<file path="config.mk">
export PLATFORM = sky130hd
export DESIGN_NAME = seq_detect_param_flat
export DESIGN_NICKNAME = d
export VERILOG_FILES = /design/src/rtl/seq_detect_param_pkg.sv /design/src/rtl/seq_detect_param_if.sv /design/src/rtl/seq_detect_param_sat_counter.sv /design/src/rtl/seq_detect_param.sv /design/src/flat_wrapper.sv
export SDC_FILE = /design/constraint.sdc
export NUM_CORES = 1
export LEC_CHECK = 0
export CAP_MARGIN = 5
export CORE_AREA = 3 3 51 53
export DETAILED_ROUTE_END_ITERATION = 16
export DIE_AREA = 0 0 54 56
export GPL_ROUTABILITY_DRIVEN = 0
export MAX_ROUTING_LAYER = met4
export PLACE_DENSITY = 0.72
export SLEW_MARGIN = 20
export SYNTH_ARGS = -nofsm -noshare
export SYNTH_HDL_FRONTEND = slang
export SYNTH_SLANG_ARGS = --single-unit
</file>
<file path="constraint.sdc">
create_clock -name clk -period 2.45 [get_ports clk]
set_input_delay 0.3675 -clock clk [delete_from_list [all_inputs] [get_ports clk]]
set_output_delay 0.3675 -clock clk [all_outputs]
set_load 0.02 [all_outputs]
</file>
<file path="src/rtl/seq_detect_param_pkg.sv">
// Shared constants for the parametrised serial sequence detector.
// Mode encodings for cfg_overlap and the supported pattern-length range.
package seq_detect_pkg;

    localparam logic MODE_OVERLAP = 1'b1;
    localparam logic MODE_NONOVL  = 1'b0;

    localparam int PAT_LEN_MIN = 2;
    localparam int PAT_LEN_MAX = 32;

    function automatic bit pat_len_ok(input int n);
        return (n >= PAT_LEN_MIN) && (n <= PAT_LEN_MAX);
    endfunction

endpackage

</file>
<file path="src/rtl/seq_detect_param_if.sv">
// Stream, configuration and status bundle for seq_detect_param.
// The master drives bits and configuration; the detector (slave) returns match status.
interface seq_detect_param_if #(
    parameter int PAT_LEN = 4,
    parameter int CNT_W   = 8
);
    logic               cin;
    logic               cin_vld;
    logic               cfg_load;
    logic [PAT_LEN-1:0] cfg_pattern;
    logic [PAT_LEN-1:0] cfg_mask;
    logic               cfg_overlap;
    logic               cnt_clr;
    logic               cout;
    logic [CNT_W-1:0]   hit_cnt;
    logic               armed;

    modport master (
        output cin, cin_vld, cfg_load, cfg_pattern, cfg_mask, cfg_overlap, cnt_clr,
        input  cout, hit_cnt, armed
    );

    modport slave (
        input  cin, cin_vld, cfg_load, cfg_pattern, cfg_mask, cfg_overlap, cnt_clr,
        output cout, hit_cnt, armed
    );
endinterface

</file>
<file path="src/rtl/seq_detect_param_sat_counter.sv">
// Saturating up-counter; a clear in the same cycle as an increment wins.
module sat_counter #(
    parameter int WIDTH = 8
) (
    input  logic             clk,
    input  logic             rst,
    input  logic             inc,
    input  logic             clr,
    output logic [WIDTH-1:0] cnt
);
    logic [WIDTH-1:0] cnt_q, cnt_d;

    always_comb begin
        cnt_d = cnt_q;
        if (clr) begin
            cnt_d = '0;
        end else if (inc && (cnt_q != '1)) begin
            cnt_d = cnt_q + 1'b1;
        end
    end

    always_ff @(posedge clk) begin
        if (rst) begin
            cnt_q <= '0;
        end else begin
            cnt_q <= cnt_d;
        end
    end

    assign cnt = cnt_q;
endmodule

</file>
<file path="src/rtl/seq_detect_param.sv">
// Serial bit-sequence detector: masked match of a loadable PAT_LEN-bit pattern
// against the valid-qualified stream, with overlap control and a saturating hit count.
module seq_detect_param
    import seq_detect_pkg::*;
#(
    parameter int                 PAT_LEN = 4,
    parameter int                 CNT_W   = 8,
    parameter logic [PAT_LEN-1:0] RST_PAT = '1
) (
    input  logic               clk,
    input  logic               rst,
    seq_detect_param_if.slave  bus
);
    localparam int FILL_W = $clog2(PAT_LEN);
    localparam logic [FILL_W-1:0] FILL_MAX = FILL_W'(PAT_LEN - 1);

    generate
        if (!pat_len_ok(PAT_LEN)) begin : g_bad_len
            $error("seq_detect_param: PAT_LEN out of range");
        end
    endgenerate

    logic [PAT_LEN-2:0] hist_q, hist_d;
    logic [FILL_W-1:0]  fill_q, fill_d;
    logic [PAT_LEN-1:0] pattern_q, pattern_d;
    logic [PAT_LEN-1:0] mask_q, mask_d;
    logic               overlap_q, overlap_d;

    logic               consume;
    logic               armed;
    logic [PAT_LEN-1:0] window;
    logic               hit;

    // The incoming bit completes the window, so a match is reported in the same cycle.
    assign consume = bus.cin_vld & ~bus.cfg_load;
    assign armed   = (fill_q == FILL_MAX);
    assign window  = {hist_q, bus.cin};
    assign hit     = consume & armed & (((window ^ pattern_q) & mask_q) == '0);

    always_comb begin
        hist_d    = hist_q;
        fill_d    = fill_q;
        pattern_d = pattern_q;
        mask_d    = mask_q;
        overlap_d = overlap_q;
        if (bus.cfg_load) begin
            pattern_d = bus.cfg_pattern;
            mask_d    = bus.cfg_mask;
            overlap_d = bus.cfg_overlap;
            fill_d    = '0;
        end else if (consume) begin
            hist_d = window[PAT_LEN-2:0];
            // Non-overlap restarts the fill so the next match needs PAT_LEN fresh bits.
            if (hit && (overlap_q == MODE_NONOVL)) begin
                fill_d = '0;
            end else if (fill_q != FILL_MAX) begin
                fill_d = fill_q + 1'b1;
            end
        end
    end

    always_ff @(posedge clk) begin
        if (rst) begin
            hist_q    <= '0;
            fill_q    <= '0;
            pattern_q <= RST_PAT;
            mask_q    <= '1;
            overlap_q <= MODE_OVERLAP;
        end else begin
            hist_q    <= hist_d;
            fill_q    <= fill_d;
            pattern_q <= pattern_d;
            mask_q    <= mask_d;
            overlap_q <= overlap_d;
        end
    end

    logic [CNT_W-1:0] cnt;

    sat_counter #(.WIDTH(CNT_W)) u_hit_cnt (
        .clk (clk),
        .rst (rst),
        .inc (hit),
        .clr (bus.cnt_clr),
        .cnt (cnt)
    );

    assign bus.cout    = hit;
    assign bus.hit_cnt = cnt;
    assign bus.armed   = armed;
endmodule

</file>
<file path="src/flat_wrapper.sv">
// flat-port wrapper written by rule: the top's interface ports become plain ports
module seq_detect_param_flat import seq_detect_pkg::*;
#(
    parameter int                 PAT_LEN = 4,
    parameter int                 CNT_W   = 8,
    parameter logic [PAT_LEN-1:0] RST_PAT = '1
)
  (clk, rst, bus_cin, bus_cin_vld, bus_cfg_load, bus_cfg_pattern, bus_cfg_mask, bus_cfg_overlap, bus_cnt_clr, bus_cout, bus_hit_cnt, bus_armed);
  seq_detect_param_if #(.PAT_LEN(PAT_LEN), .CNT_W(CNT_W)) bus_i ();
  input  logic clk;
  input  logic rst;
  input wire logic [$bits(bus_i.cin)-1:0] bus_cin;
  input wire logic [$bits(bus_i.cin_vld)-1:0] bus_cin_vld;
  input wire logic [$bits(bus_i.cfg_load)-1:0] bus_cfg_load;
  input wire logic [$bits(bus_i.cfg_pattern)-1:0] bus_cfg_pattern;
  input wire logic [$bits(bus_i.cfg_mask)-1:0] bus_cfg_mask;
  input wire logic [$bits(bus_i.cfg_overlap)-1:0] bus_cfg_overlap;
  input wire logic [$bits(bus_i.cnt_clr)-1:0] bus_cnt_clr;
  output wire logic [$bits(bus_i.cout)-1:0] bus_cout;
  output wire logic [$bits(bus_i.hit_cnt)-1:0] bus_hit_cnt;
  output wire logic [$bits(bus_i.armed)-1:0] bus_armed;
  assign bus_i.cin = bus_cin;
  assign bus_i.cin_vld = bus_cin_vld;
  assign bus_i.cfg_load = bus_cfg_load;
  assign bus_i.cfg_pattern = bus_cfg_pattern;
  assign bus_i.cfg_mask = bus_cfg_mask;
  assign bus_i.cfg_overlap = bus_cfg_overlap;
  assign bus_i.cnt_clr = bus_cnt_clr;
  assign bus_cout = bus_i.cout;
  assign bus_hit_cnt = bus_i.hit_cnt;
  assign bus_armed = bus_i.armed;
  seq_detect_param #(.PAT_LEN(PAT_LEN), .CNT_W(CNT_W), .RST_PAT(RST_PAT)) u_core (.clk(clk), .rst(rst), .bus(bus_i));
endmodule
</file>
==> impl_metrics.yaml <==
hold_path:
  holdPathStages: 2
  hold_class: "flip-flop to flip-flop"
drt:
  avgRoutedWirePerCell_um: 11.9
  routed_wl_mm: 1.93
  drc: 0
  num_vias: 834
  drt-pass1-iter-count: 5
  first_iter_violations: 9
  vias_per_cell: 5.15
  final_antenna_net_count: 0
finish:
  final_area_um2: 1310
  drive_gt1_frac: 0.112
  instances_no_fill: 162
  fin_nets: 152
  syn_to_final_growth_pct: 34.8
  n_antenna_cell: 0
  utilization: 0.597
timing:
  tns_ps: 0
  max_freq_mhz: 449
  fin_crit_sh: 0.910
  rsz0062_at_grt: "false"
  report.final.slew_viol_count: 0
  worst_slew_pin_slew_ps: 445
  final-setup-viol-count: 0
  max_slew_margin: 0.703
  report.final.hold_viol_count: 0
  fin_crit_ps: 2230
  skew_ps: 4.44
yosys:
  synthTopCellsByArea: "dfxtp_1, mux2i_1, xor2_1"
  seq_area_frac_synth: 0.454
  synth_top_flop_cell: "dfxtp_1"
  synthTopCellsByCount: "dfxtp_1, mux2i_1, nand2_1"
  yosys.area.top_type: "dfxtp_1"
  synth_area_per_cell_um2: 9.25
  netlist_instances: 105
  syn-cell-area_um2: 971
  synth_seq_cells: 22
  yosysMostFrequentCell: "dfxtp_1"
  yosys_warnings: 0
  yosysUniqueCellTypes: 31
  synthArstFlopShare: 0
  synth_edf_count: 0
  synth_nets: 122
  synth_top_area_share: 0.454
critical_path:
  critPathMaxStageDelay_ps: 470
  path_max_fanout: 7
  ff2ff_path_depth: 8
  cp_cell_sequence: "xor2_1 -> a222oi_1 -> buf_4 -> buf_4 -> nand3_1 -> buf_4 -> or3_1 -> a21oi_1"
  crit_top_cell: "buf_4"
  critPathCaptureType: "flip-flop"
  worstPathRequired_ps: 2690
  critPathKind: "flip-flop to flip-flop"
  worstSetupStartpointType: "flip-flop"
  worstPathArrival_ps: 2470
  critPathSlowestCell: "a222oi_1"
power:
  p_int_uw: 500
  p_leak_nw: 0.531
  pwr-share-seq: 0.588
  power.switching_uw: 139
  combPwrFrac: 0.103
  swShare: 0.218
  power.density_nw_per_um2: 488
  pwr-share-clk: 0.309
  ir_worst_vdd_mv: 0.352
floorplan:
  start_util: 0.443
  die_h_um: 56
  die_w_um: 54
  dieArea_um2: 3020
  core.rowCount: 17
  io_pins: 25
  fp.coreArea_um2: 2190
clocking:
  cts.sinks: 22
  worst_skew_pair.late_latency_ps: 310
  cts_tree: "built"
  cts_buffers: 3
  clk_pin_slew_ps: 120
  root_buffer: "clkbuf_4"
  htreeDepth: 1
  clk_path_buf_depth: 2
global_routing:
  antenna_found_initial: 0
  grt_max_degree: 13
  overflow: 0
  grt_pass1_vias: 803
  grt_pass1_wl_mm: 3.35
  grt_use_total: 0.148
status:
  status: "finished, final reports clean"
place:
  dp_hpwl_mm: 1.46
  placed_area_um2: 1250
  portBuffers: 24
  dp_cells: 156
run:
  cap_violations: 0
[state kept, by name (all words and copies together) (netlist names)]
signal,cells
u_core.fill_q,2
u_core.hist_q,3
u_core.mask_q,4
u_core.overlap_q,1
u_core.pattern_q,4
u_core.u_hit_cnt.cnt,8
[cells in the final DEF (no fill, tap or decap), types with 3 or more instances in the layout]
master / instances
nor2_1: 6
dfxtp_1: 22
or3_1: 3
o21ai_0: 5
clkbuf_4: 3
inv_1: 3
a21oi_1: 6
clkdlybuf4s50_1: 23
buf_4: 6
nand3_1: 6
nand2_1: 10
mux2i_1: 12
xor2_1: 5
[worst max-delay path: cells and delay by family, from the launching register on]
| kind | cells | cell delay (ps) |
|---|---|---|
| and+or+nand+nor | 2 | 530 |
| DFF | 1 | 340 |
| buffers and inverters | 3 | 520 |
| xor gates and xnor gates | 1 | 160 |
| AOI/OAI and AO/OA | 2 | 610 |
[layout make-up]
cell class                      instances  area (um2)
Tap cell                               28        35.0
Clock buffer                            4        36.3
Sequential cell                        22         440
Multi-Input combinational cell         74         494
Fill cell                             206         882
Timing Repair Buffer                   30         288
Inverter                                4        15.0
[per-layer routing]
metal	share of wire	vias up	GRT usage
li1	-	426	-
met1	0.42	377	0.179
met2	0.50	26	0.235
met3	0.054	5	0.0241
met4	0.022	0	0.0641
met5	0	-	-
[worst paths after layout]
| kind | startpoint | to | slack (ps) |
|---|---|---|---|
| worst max register to register | u_core.pattern_q[1] | u_core.u_hit_cnt.cnt[4] | 220 |
| worst max-delay path | u_core.pattern_q[1] | u_core.u_hit_cnt.cnt[4] | 220 |
| worst min-delay path | u_core.mask_q[3] | u_core.mask_q[3] | 490 |
| worst min register to register | u_core.mask_q[3] | u_core.mask_q[3] | 490 |
[power groups by stage]
stage	combinational (mW)	clock [mW]	sequential, mW
6_report	0.0661	0.197	0.376
5_1_grt	0.0730	0.217	0.378
4_1_cts	0.0660	0.207	0.376
3_5_place_dp	0.0647	0	0.384
3_3_place_gp	0.0634	0	0.384
2_1_floorplan	0.0333	0	0.382
[logic make-up after synthesis]
kind of cell,share of synthesized area
compound gates,0.117
mux,0.124
buf+inv,0.0374
xor+xnor,0.0541
flops,0.454
fa+ha+maj,0.0258
simple gates,0.188
[through the flow]
stage / power (mW) / hold WS, ps / setup WS, ps
final: 0.639 / 489 / 222
after global routing: 0.668 / 538 / 71.0
after CTS: 0.649 / 492 / 11.7
after detailed placement: 0.449 / 461 / 60.8
after global placement: 0.447 / 458 / 45.5
after floorplan: 0.415 / 440 / 689
[what timing repair did]
action / 4_1_cts / 5_1_grt
hold buffers: 0 / 0
pin swaps: 1 / 1
setup buffers: 1 / 1
gates cloned: 0 / 0
resized for setup: 0 / 1
endpoints found under the setup margin: 1 / 1
No activity file was read; power rests on OpenSTA's default activity.
